### config.mk
export PLATFORM = sky130hd
export DESIGN_NAME = intr_ctrl
export DESIGN_NICKNAME = d
export VERILOG_FILES = /design/src/rtl/intr_ctrl.sv
export SDC_FILE = /design/constraint.sdc
export NUM_CORES = 1
export LEC_CHECK = 0
export CAP_MARGIN = 20
export CORE_MARGIN = 4
export CORE_UTILIZATION = 40
export CTS_CLUSTER_SIZE = 10
export DETAILED_ROUTE_END_ITERATION = 6
export GPL_TIMING_DRIVEN = 0
export PLACE_DENSITY = 0.66
export SLEW_MARGIN = 20
export SYNTH_ARGS = -nofsm -noshare
export SYNTH_HDL_FRONTEND = slang
export SYNTH_SLANG_ARGS = --single-unit
export TNS_END_PERCENT = 30
### constraint.sdc
create_clock -name clk -period 1.4 [get_ports clk]
set_input_delay 0.21 -clock clk [delete_from_list [all_inputs] [get_ports clk]]
set_output_delay 0.21 -clock clk [all_outputs]
set_load 0.1 [all_outputs]
### src/rtl/intr_ctrl.sv
// intr_ctrl: interrupt controller feeding the single Interrupt input of the
// mips core. External request lines are edge-detected, and a free-running
// periodic timer adds one more source. Every event is latched as a pending
// bit. The pending bits are masked and prioritised, and one request at a
// time is presented to the core.
//
// Ports:
//   clk        - system clock, all state updates on the rising edge
//   rst        - synchronous active-high reset
//   irq_in     - external request levels (rising edge = event)
//   mask_we    - write strobe for the mask register
//   mask_wdata - new mask value, bit = 1 enables the source
//   int_ack    - one-cycle pulse, core entered the handler
//   int_done   - one-cycle pulse, core returned from the handler
//   Interrupt  - registered request to the core
//   int_cause  - index of the source being requested or serviced
//   in_service - high while the handler runs
//   pending    - pending bits (bit NSRC is the timer)
//   mask       - current mask register
module intr_ctrl #(
    parameter int            NSRC         = 4,
    parameter int            TIMER_PERIOD = 15,
    parameter int            TIMER_EN     = 1,
    parameter logic [NSRC:0] MASK_RST     = '1
) (
    input  logic            clk,
    input  logic            rst,
    input  logic [NSRC-1:0] irq_in,
    input  logic            mask_we,
    input  logic [NSRC:0]   mask_wdata,
    input  logic            int_ack,
    input  logic            int_done,
    output logic            Interrupt,
    output logic [2:0]      int_cause,
    output logic            in_service,
    output logic [NSRC:0]   pending,
    output logic [NSRC:0]   mask
);

    localparam int            TW        = $clog2(TIMER_PERIOD);
    localparam logic [TW-1:0] TCNT_LAST = TW'(TIMER_PERIOD - 1);
    localparam logic [TW-1:0] TCNT_ONE  = TW'(1);
    localparam logic [NSRC:0] ONE_HOT0  = {{NSRC{1'b0}}, 1'b1};
    localparam logic          TIMER_ON  = 1'(TIMER_EN != 0);

    typedef enum logic [1:0] {
        ST_IDLE    = 2'd0,
        ST_REQ     = 2'd1,
        ST_SERVICE = 2'd2
    } state_t;

    state_t          state_r;
    state_t          state_s;
    logic [NSRC-1:0] irq_prev_r;
    logic [TW-1:0]   tcnt_r;
    logic [TW-1:0]   tcnt_s;
    logic [NSRC:0]   pending_r;
    logic [NSRC:0]   pending_s;
    logic [NSRC:0]   mask_r;
    logic [2:0]      cause_r;
    logic [2:0]      cause_s;
    logic            interrupt_r;
    logic            in_service_r;
    logic [NSRC-1:0] edge_s;
    logic            wrap_s;
    logic [NSRC:0]   set_s;
    logic [NSRC:0]   clr_s;
    logic [NSRC:0]   eligible_s;

    // Lowest set index wins; the timer sits at the top index so it loses to
    // every external line.
    function automatic logic [2:0] prio_pick(input logic [NSRC:0] v);
        logic [2:0] pick;
        pick = 3'd0;
        for (int i = NSRC; i >= 0; i--) begin
            if (v[i]) begin
                pick = 3'(i);
            end else begin
                pick = pick;
            end
        end
        return pick;
    endfunction

    // Event sources: rising edges on irq_in and the timer wrap.
    always_comb begin
        edge_s     = irq_in & ~irq_prev_r;
        wrap_s     = (tcnt_r == TCNT_LAST);
        set_s      = {wrap_s & TIMER_ON, edge_s};
        eligible_s = pending_r & mask_r;
        if (wrap_s) begin
            tcnt_s = '0;
        end else begin
            tcnt_s = tcnt_r + TCNT_ONE;
        end
    end

    // Request FSM next state, cause capture and pending clear on ack.
    always_comb begin
        state_s = state_r;
        cause_s = cause_r;
        clr_s   = '0;
        case (state_r)
            ST_IDLE: begin
                if (|eligible_s) begin
                    state_s = ST_REQ;
                    cause_s = prio_pick(eligible_s);
                end else begin
                    state_s = ST_IDLE;
                end
            end
            ST_REQ: begin
                // Cause stays frozen here; only the ack moves us on.
                if (int_ack) begin
                    state_s = ST_SERVICE;
                    clr_s   = ONE_HOT0 << cause_r;
                end else begin
                    state_s = ST_REQ;
                end
            end
            ST_SERVICE: begin
                if (int_done) begin
                    state_s = ST_IDLE;
                end else begin
                    state_s = ST_SERVICE;
                end
            end
            default: begin
                state_s = ST_IDLE;
            end
        endcase
        // Set after clear: an event landing on the ack edge is kept.
        pending_s = (pending_r & ~clr_s) | set_s;
    end

    // State, status and registered outputs.
    always_ff @(posedge clk) begin
        if (rst) begin
            state_r      <= ST_IDLE;
            irq_prev_r   <= '0;
            tcnt_r       <= '0;
            pending_r    <= '0;
            mask_r       <= MASK_RST;
            cause_r      <= 3'd0;
            interrupt_r  <= 1'b0;
            in_service_r <= 1'b0;
        end else begin
            state_r      <= state_s;
            irq_prev_r   <= irq_in;
            tcnt_r       <= tcnt_s;
            pending_r    <= pending_s;
            cause_r      <= cause_s;
            interrupt_r  <= (state_s == ST_REQ);
            in_service_r <= (state_s == ST_SERVICE);
            if (mask_we) begin
                mask_r <= mask_wdata;
            end else begin
                mask_r <= mask_r;
            end
        end
    end

    assign Interrupt  = interrupt_r;
    assign int_cause  = cause_r;
    assign in_service = in_service_r;
    assign pending    = pending_r;
    assign mask       = mask_r;

endmodule

# Yosys cells after proc, flatten, opt, wreduce, memory -nomap -nowiden
# Cells that the tools add are included.
[classes]
n_mux = 11
n_shift = 1
bitwise = 6
n_addsub = 1
reduce_logical = 4
eq_ne = 5
[op_table]
columns = ["operator", "count"]
rows = [
  ["two-way mux 3 bit", 5],
  ["bitwise AND 5 bit", 2],
  ["two-way mux 5 bit", 2],
  ["case mux 2 bit (3 select lines)", 1],
  ["NOT 5 bit", 1],
  ["bitwise OR 5 bit", 1],
  ["OR reduction 5 bit", 1],
  ["<< shifter 1 x 3 -> 5 bit, first input constant", 1],
  ["adder 4 x 1 -> 4 bit, second input constant", 1],
  ["bitwise AND 4 bit", 1],
  ["== test 2 x 1 -> 1 bit, second input constant", 2],
  ["== test 2 bit, second input constant", 2],
  ["== test 4 bit, second input constant", 1],
  ["two-way mux 2 bit", 2],
  ["NOT 4 bit", 1],
  ["logical NOT 2 bit", 1],
  ["AND reduction 2 bit", 1],
  ["OR reduction 2 bit", 1],
  ["two-way mux 1 bit", 1],
]
[totals]
regBits = 25
in_bits = 14
output_inout_bits = 15
word_cells = 36

# Longest topological paths before layout
# Gate-level depths: netlist (run 1).
[logic_depth]
ltp_word = 6
depth_mapped = 5
ltp_nobuf = 5

# Worst setup path after synthesis (run 1)
# Ideal clock, no wire load.
[synth_path]
kind = "reg-to-reg"
startpoint = "register pending_r[3], in the netlist pending[3]"
endpoint = "register cause_r[0], in the netlist int_cause[0]"
path_slack_ns = -0.399
arrival_time_ns = 1.712
t_required_ns = 1.313
setup_time_ns = 0.087
path_stages_with_launch = 5
period_less_slack_ns = 1.799
path_buffers = 0
path_cell_list = "dfxtp_1 > a22oi_2 > a311oi_2 > nand3_1 > o31ai_1"
[synth_between]
elab_chain_len = 5
elab_cells_between_ends = 7
classes_between = "4 x mux; 1 x bitwise; 2 x reduce/logical"
[synth_rtl]
columns = ["element", "line_no", "text"]
rows = [
  ["from (decl)", "57", "logic [NSRC:0] pending_r;"],
  ["from (signal assigned)", "151", "pending_r <= pending_s;"],
  ["bitwise AND 5 bit *", "90", "eligible_s = pending_r & mask_r;"],
  ["two-way mux 3 bit (4 in series)", "76", "if (v[i]) begin"],
  ["to (signal assigned)", "152", "cause_r <= cause_s;"],
  ["to (decl)", "60", "logic [2:0] cause_r;"],
]
# Mark *: on every way between the ends. The rest lies on a longest branch, timed or not.
# A chain may end at the register's enable or synchronous reset.

# Worst setup path after layout (run 1)
[layout_path]
startpoint = "register pending_r[1], in the netlist pending[1]"
endpoint = "output pending[1]"
[layout_lines]
columns = ["element", "line_no", "text"]
rows = [
  ["to (decl)", "36", "output logic [NSRC:0] pending,"],
]
# No word-level cell between the ends.

==> metrics.csv, run 1 <==
metric,value,unit
outcome,finished clean,
Starting Density,0.431,
DR iter-0 viols,17,
Die Y,57.5,um
R2R Setup Slk,0.19,ns
Setup crit end kind,output pin,
post-place setup slack,-0.341,ns
met1 usage,0.166,
vias in the first global route,822,
CTS Buf Count,3,
Reg2Reg Depth,3,
actual slew at the worst max-slew pin,0.493,ns
RR Endpoint,pending[3],
die footprint,3310,sq um
critical path data required time,1.19,ns
Critical Path Stages,1,
fmax,741,MHz
Buffers on Ports,27,
Gate Count Post-Synth,99,
htree depth,1,
worst hold path type,in2reg,
Leak,0.503,nW
Seq cells post-synth,25,
Setup Skew,0.00960,ns
RSZ-0062 raised after global routing,false,
Synth-to-Final Area Change,28.8,%
CP Max Fanout,4,
num rows,17,
hold path depth,3,
Nets,147,
Final GP Congestion,0.816,
antenna violations before repair,0,
Max rail drop VDD,0.770,mV
WP buf/inv,1,
Hold Crit Endpoint,mask[3],
Clock Latency Late Sink,0.32,ns
cell taking the most area after synthesis,dfxtp_1,
io pins,29,
Post-CTS Setup Inserts,0,
Tot GR Track Use,0.135,
met2 Track Usage GR,0.215,
clk sinks,25,
"Seq/Total Area, Yosys",0.510,
clock buffer depth,2,
max-capacitance violation count,0,
DP HPWL,1610,um
Placeable Area,2280,sq um
vias after detailed routing,828,
CP max stage delay,0.44,ns
r2r startpoint,state_r[0],
"Clk pin slew, worst setup/hold paths",0.13,ns
"non-filler cells, final",158,
Post-Syn Nets,115,
unique cell type count in the Yosys netlist,25,
CTS root buffer,clkbuf_4,
setup ws final,0.0514,ns
"Power, Total",1.58,mW
M3 GR Usage,0.0362,
Final Setup Violations,0,
# DRC,0,
first-pass GRT wire length,3550,um
number of antenna diodes,0,
area share of the largest cell type after synthesis,0.510,
largest net degree at the start of global routing,14,
gr busiest metal,met2,
fin crit share,0.963,
drt pass-1 iters,4,
Die W,57.5,um
CP cell instances,buf_2,
critical hold path startpoint,mask_we,
syn avg cell area,9.91,sq um
final hold violation count,0,
Pins Over Slew Limit,0,
"top cells by area, synth","dfxtp_1 51%, nor2b_1 5.7%, a21oi_1 5.6%",
CTS tree,built,
crit path kind,reg2out,
Pwr per Cell Area,1250,nW/um^2
Vias per Instance,5.24,
Cells after DPL,154,
crit path DAT,1.14,ns
number of nets still failing antenna checks after routing,0,
GRT overflow,0,
layout cells sized above 1,0.269,
Mapped Area,981,sq um
wire per inst,13.4,um
Relative slew margins,0.674,
Yosys warning total,0,
min Tclk post-route,1.35,ns
DRT Wirelength,2120,um
Startpoint Class,register,
cell family with most CP delay,buffers and inverters,
slowest cell on the critical path,buf_2,
-- cell usage after synthesis --
cell / number
inv_1: 5
dfxtp_1: 25
xnor2_1: 1
a21oi_1: 11
nand2b_1: 5
a21o_1: 1
a211o_1: 5
nand3b_1: 1
nor2b_1: 9
nand2_1: 5
a22oi_2: 2
nand4b_1: 1
clkbuf_1: 3
a311oi_2: 1
a211oi_1: 1
o21ai_0: 1
nor2_1: 8
nand3b_4: 1
nand3_1: 2
a31oi_1: 1
o41ai_1: 5
nor3b_1: 1
ha_1: 2
o31ai_1: 1
a32o_1: 1
-- layout make-up --
class | count | area [sq um]
Sequential cell | 25 | 522
Fill cell | 219 | 1010
Timing Repair Buffer | 27 | 200
Clock buffer | 4 | 26.3
Buffer | 3 | 11.3
Tap cell | 28 | 35.0
Multi-Input combinational cell | 66 | 450
Inverter | 5 | 18.8
-- where the power goes --
part	switching [mW]	internal [mW]
combinational	0.328	0.122
clock	0.205	0.111
sequential	0.0519	0.767
-- worst max-delay path by stage --
stage / startpoint / end / slack (ns)
after global routing: pending[0] / pending[0] / 0.004
after detailed placement: int_cause[2] / int_cause[2] / -0.34
final: pending[1] / pending[1] / 0.05
after floorplan: pending[1] / int_cause[0] / 0.006
after CTS: Interrupt / Interrupt / 0.008
after global placement: int_cause[2] / int_cause[2] / -0.34
-- per-layer routing --
metal	part of all wire	vias up	wire length, um
met3	0.077	4	162
li1	-	417	-
met4	0.016	0	34
met1	0.47	381	989
met5	0	-	0
met2	0.44	26	930
-- layout by cell type (no fill, tap or decap) --
| master | Yosys | routed |
|---|---|---|
| buf_4 | 0 | 1 |
| o41ai_1 | 5 | 5 |
| dfxtp_4 | 0 | 2 |
| nand3b_1 | 1 | 1 |
| clkdlybuf4s50_1 | 0 | 12 |
| a211o_1 | 5 | 5 |
| ha_1 | 2 | 2 |
| a32o_1 | 1 | 1 |
| a21oi_1 | 11 | 11 |
| nand2b_1 | 5 | 5 |
| nor2_1 | 8 | 8 |
| a21o_1 | 1 | 1 |
| a311oi_2 | 1 | 1 |
| nand3b_4 | 1 | 1 |
| o31ai_1 | 1 | 1 |
| a22oi_2 | 2 | 2 |
| buf_2 | 0 | 13 |
| clkbuf_1 | 3 | 4 |
| o21ai_0 | 1 | 1 |
| inv_1 | 5 | 5 |
| nand2_1 | 5 | 5 |
| clkbuf_4 | 0 | 4 |
| dfxtp_2 | 0 | 11 |
| nand4b_1 | 1 | 1 |
| a31oi_1 | 1 | 1 |
| xnor2_1 | 1 | 1 |
| dfxtp_1 | 25 | 12 |
| nor3b_1 | 1 | 1 |
| nor2b_1 | 9 | 9 |
| a211oi_1 | 1 | 1 |
| nand3_1 | 2 | 2 |
-- per-stage QoR --
stage / setup TNS (ns) / util / hold WS, ns / cell area, sq um
2_1_floorplan: 0 / - / 0.282 / 1000
3_3_place_gp: -5.04 / 0.574 / 0.459 / 1310
3_5_place_dp: -5.40 / 0.574 / 0.465 / 1310
4_1_cts: 0 / 0.556 / 0.334 / 1270
5_1_grt: 0 / 0.555 / 0.348 / 1260
6_report: 0 / 0.555 / 0.341 / 1260
-- kinds of logic (layout without fill, tap and decap cells) --
family	after synthesis	count (layout)	share of synthesized area
AND/OR/NAND/NOR	33	33	0.194
AO/OA/AOI/OAI	30	30	0.231
flip-flops	25	25	0.510
buffers and inverters	8	39	0.0306
adder cells (fa/ha/maj)	2	2	0.0255
XOR/XNOR	1	1	0.00893
-- state kept, by name, summed over array words and instances, names as in the netlist --
register	count
int_cause	3
state_r	2
mask	5
pending	5
tcnt_r	4
in_service	1
irq_prev_r	4
Interrupt	1
-- timing repair --
item / in CTS / in global routing
resized for setup: 75 / 2
pin swaps: 0 / 0
endpoints found under the hold margin: 0 / 0
setup endpoints to repair: 15 / 2
hold buffers: 0 / 0
(Power assumes the default switching activity.)
==> run 2: changes to the inputs <==
- CTS_BUF_LIST: not set -> sky130_fd_sc_hd__clkbuf_4
- RECOVER_POWER: not set -> 50
==> metrics.csv, run 2 (synthesized netlist as in run 1, its figures left out) <==
metric,value,unit
WP buf/inv,1,
Nets,147,
clock buffer depth,2,
largest net degree at the start of global routing,14,
fin crit share,0.959,
Util after Layout,0.557,
Leak,0.507,nW
CTS root buffer,clkbuf_4,
# DRC,0,
CTS tree,built,
post-place setup slack,-0.341,ns
Setup crit end kind,output pin,
Relative slew margins,0.674,
area of the multi-input gates,450,sq um
Reg2Reg Depth,3,
Pins Over Slew Limit,0,
Synth-to-Final Area Change,29.2,%
fmax,745,MHz
"Clk pin slew, worst setup/hold paths",0.13,ns
htree depth,1,
Max rail drop VDD,0.772,mV
# fillers,216,
number of nets still failing antenna checks after routing,0,
Die Y,57.5,um
crit path kind,reg2out,
clk sinks,25,
DP HPWL,1610,um
CP max stage delay,0.44,ns
RSZ-0062 raised after global routing,false,
num rows,17,
r2r startpoint,state_r[0],
layout cells sized above 1,0.277,
Placeable Area,2280,sq um
antenna violations before repair,0,
GRT overflow,0,
CTS Buf Count,3,
CP cell instances,buf_2,
io pins,29,
Vias per Instance,5.30,
register area,522,sq um
Starting Density,0.431,
number of antenna diodes,0,
most frequent cells in the layout,"13 x buf_2, 12 x dfxtp_1, 11 x a21oi_1, 11 x clkdlybuf4s50_1, 11 x dfxtp_2",
Final GP Congestion,0.816,
"Power, Total",1.61,mW
final hold violation count,0,
Setup Skew,0.00958,ns
critical path data required time,1.19,ns
slowest cell on the critical path,buf_2,
RR Endpoint,pending[3],
vias after detailed routing,837,
min Tclk post-route,1.34,ns
Pwr per Cell Area,1270,nW/um^2
DR iter-0 viols,17,
R2R Setup Slk,0.19,ns
drt pass-1 iters,4,
die footprint,3310,sq um
Final Setup Violations,0,
Hold Crit Endpoint,mask[3],
crit path DAT,1.13,ns
wire per inst,13.4,um
Startpoint Class,register,
setup ws final,0.0575,ns
Tot GR Track Use,0.135,
DRT Wirelength,2110,um
Critical Path Stages,1,
vias in the first global route,817,
actual slew at the worst max-slew pin,0.493,ns
CP Max Fanout,5,
Clock Latency Late Sink,0.32,ns
Post-CTS Setup Inserts,0,
outcome,finished clean,
Die W,57.5,um
"most common cell after layout, fill and taps aside",buf_2,
hold path depth,3,
critical hold path startpoint,mask_we,
cell family with most CP delay,buffers and inverters,
first-pass GRT wire length,3550,um
worst hold path type,in2reg,
Buffers on Ports,27,
max-capacitance violation count,0,
==> run 2: changes by cell type in the layout (fill, tap and decap cells not counted) <==
cell / previous run / this run
clkbuf_1: 4 / 3
clkdlybuf4s50_1: 12 / 11
clkbuf_4: 4 / 5
dlygate4sd3_1: 0 / 1
==> run 2: cell type report <==
class	count	area share
buffer	3	0.00888
tap	28	0.0276
timing repair buffer	27	0.158
inverter	5	0.0148
clock buffer	4	0.0237
multi-input combinational	66	0.355
sequential	25	0.412
==> run 2: repair_timing <==
action                     4_1_cts  5_1_grt
setup endpoints to repair       15        2
pin swaps                        0        0
resized for setup               75        2
hold buffers                     0        0
gates cloned                     0        0
==> run 2: report_power, final <==
| part | switching, mW | internal (mW) | total [mW] |
|---|---|---|---|
| combinational | 0.328 | 0.122 | 0.449 |
| clock | 0.206 | 0.131 | 0.337 |
| sequential | 0.0518 | 0.767 | 0.819 |
| total | 0.586 | 1.02 | 1.61 |
==> run 2: how the worst max path moves through the flow <==
stage	from	slack (ns)	end
floorplan	pending[1]	0.006	int_cause[0]
global placement	int_cause[2]	-0.34	int_cause[2]
detailed placement	int_cause[2]	-0.34	int_cause[2]
CTS	Interrupt	0.007	Interrupt
global route	pending[0]	0.006	pending[0]
finish	int_cause[1]	0.06	int_cause[1]
==> run 2: metal layers <==
layer | global-route usage | wire length (um) | vias to the layer above | share of wire
met5 | 0 | 0 | - | 0
met4 | 0.0695 | 35 | 0 | 0.017
met3 | 0.0362 | 155 | 4 | 0.073
met2 | 0.215 | 920 | 23 | 0.44
met1 | 0.166 | 1000 | 388 | 0.47
li1 | - | - | 422 | -
==> run 2: stage by stage <==
stage          hold WS (ns)  setup TNS, ns  instances  cell area, sq um
6_report              0.341              0        158              1270
3_3_place_gp          0.459          -5.04        154              1310
2_1_floorplan         0.282              0         99              1000
4_1_cts               0.329              0        158              1270
5_1_grt               0.350              0        158              1270
3_5_place_dp          0.465          -5.40        154              1310
==> run 2: tightest hold or removal path: stages <==
cell and delay [ns]:
clkbuf_1 0.19, nor2b_1 0.15, a211o_1 0.09
==> RTL edit (settings of run 1) <==
Change the parameter `TIMER_EN` from 1 to 0.
--- a/src/rtl/intr_ctrl.sv
+++ b/src/rtl/intr_ctrl.sv
@@ -20,7 +20,7 @@
 module intr_ctrl #(
     parameter int            NSRC         = 4,
     parameter int            TIMER_PERIOD = 15,
-    parameter int            TIMER_EN     = 1,
+    parameter int            TIMER_EN     = 0,
     parameter logic [NSRC:0] MASK_RST     = '1
 ) (
     input  logic            clk,
Function: same outputs for any inputs over 10 cycles, from zero or initial values and one cycle with rst high; that may be too few to reach the edited logic, so the function may still have changed.
==> RTL edit against run 1 <==
  * Critical path depth unchanged
  * Synthesized area shrank 16%
  * Die area down 14%
  * Sequential cell count fell by 4
  * Cell area is 12% lower
  * Setup slack worse by 0.0039 ns
  * Wire length is 18% lower
  * Worst hold slack improved by 0.041 ns
  * Power is 11% lower
  * Critical path type unchanged
  * Largest cell class unchanged
  * Largest power group unchanged
==> RTL edit: results (changes against run 1) <==
[metrics] pin count of the biggest net entering global routing: 13 (-1)
[metrics] count of TritonRoute iterations in the first routing pass: 3 (-1)
[metrics] run status: complete, no violations
[metrics] terminating pin of the worst hold path: mask[2]$_SDFFE_PP1P_
[metrics] total number of vias: 687 (-17%)
[metrics] wire length of the first global-routing pass: 2.85 mm (-20%)
[metrics] net switching power: 0.000532 W (-9.1%)
[metrics] Placed Area: 1150 um^2 (-12%)
[metrics] multi-input gate share of the layout cell area: 35.1% (-0.59 points)
[metrics] post-cts gate resize count: 72 (-4.0%)
[metrics] dpl ws: -0.343 ns (-0.00165 ns)
[metrics] wire length per cell: 12.3 um (-8.1%)
[metrics] P_leak: 0.447 nW (-11%)
[metrics] drt initial violations: 6 (-11)
[metrics] R2R cell count: 4 (+1)
[metrics] GRT Overall Usage: 14.1% (+0.62 points)
[metrics] most area-consuming cells after synthesis: sky130_fd_sc_hd__dfxtp_1 51%, sky130_fd_sc_hd__nor2b_1 6.8%, sky130_fd_sc_hd__a211o_1 5.3%, sky130_fd_sc_hd__a21oi_1 4.9%, sky130_fd_sc_hd__nand2b_1 4.6%
[metrics] maximum vdd ir drop: 0.700 mV (-9.0%)
[metrics] Crit path largest cell delay: 0.53 ns (+0.09 ns)
[metrics] final-layout clock-cell area share: 2.46% (+0.38 points)
[metrics] register share of the cell area: 39.8% (-1.5 points)
[metrics] post-synthesis sequential element count: 21 (-16%)
[metrics] worst hold margin: 0.382 ns (+0.0410 ns)
[metrics] final-layout fill cell count: 213 (-2.7%)
[metrics] proportion of layout cells with a drive suffix above 1: 34.2% (+7.3 points)
[metrics] post-CTS clock slew at the launch and capture registers of the worst setup and hold paths: 0.11 ns (-0.02 ns)
[metrics] Inverters excl. clock: 0 (-5)
[metrics] non-filler cells, final: 141 (-11%)
[metrics] Multi-input comb cells: 59 (-11%)
[metrics] number of nets in the finished design: 129 (-12%)
[metrics] Non-Clock Buffer Area Fraction: 19.7% (+3.0 points)
[metrics] net count after synthesis: 97 (-16%)
[metrics] vias in the first global route: 654 (-20%)
[metrics] period utilisation layout: 96.6% (+0.28 points)
[RTL edit: power by group through the flow]
| stage | clock (W) | sequential (W) | combinational (W) |
|---|---|---|---|
| 5_1_grt | 0.000325 | 0.000699 | 0.000461 |
| 3_3_place_gp | 0 | 0.000704 | 0.000460 |
| 2_1_floorplan | 0 | 0.000925 | 0.000117 |
| 3_5_place_dp | 0 | 0.000705 | 0.000464 |
| 4_1_cts | 0.000300 | 0.000691 | 0.000441 |
| 6_report | 0.000280 | 0.000690 | 0.000437 |
[RTL edit: metal layers]
layer  wire length, um  share of wire (%)  global-route usage [%]
met5                 0                  0                       0
met2               820                 47                    22.7
met3                94                5.4                    2.82
met1               808                 47                    17.5
met4                13               0.75                    7.66
[RTL edit: logic make-up (layout without fill, tap and decap cells)]
logic type,Yosys count,count (layout),synth area share [%]
AOI/OAI and AO/OA,24,24,21.9
buffers and inverters,3,34,1.52
DFF,21,21,51.0
and+or+nand+nor,35,35,25.6
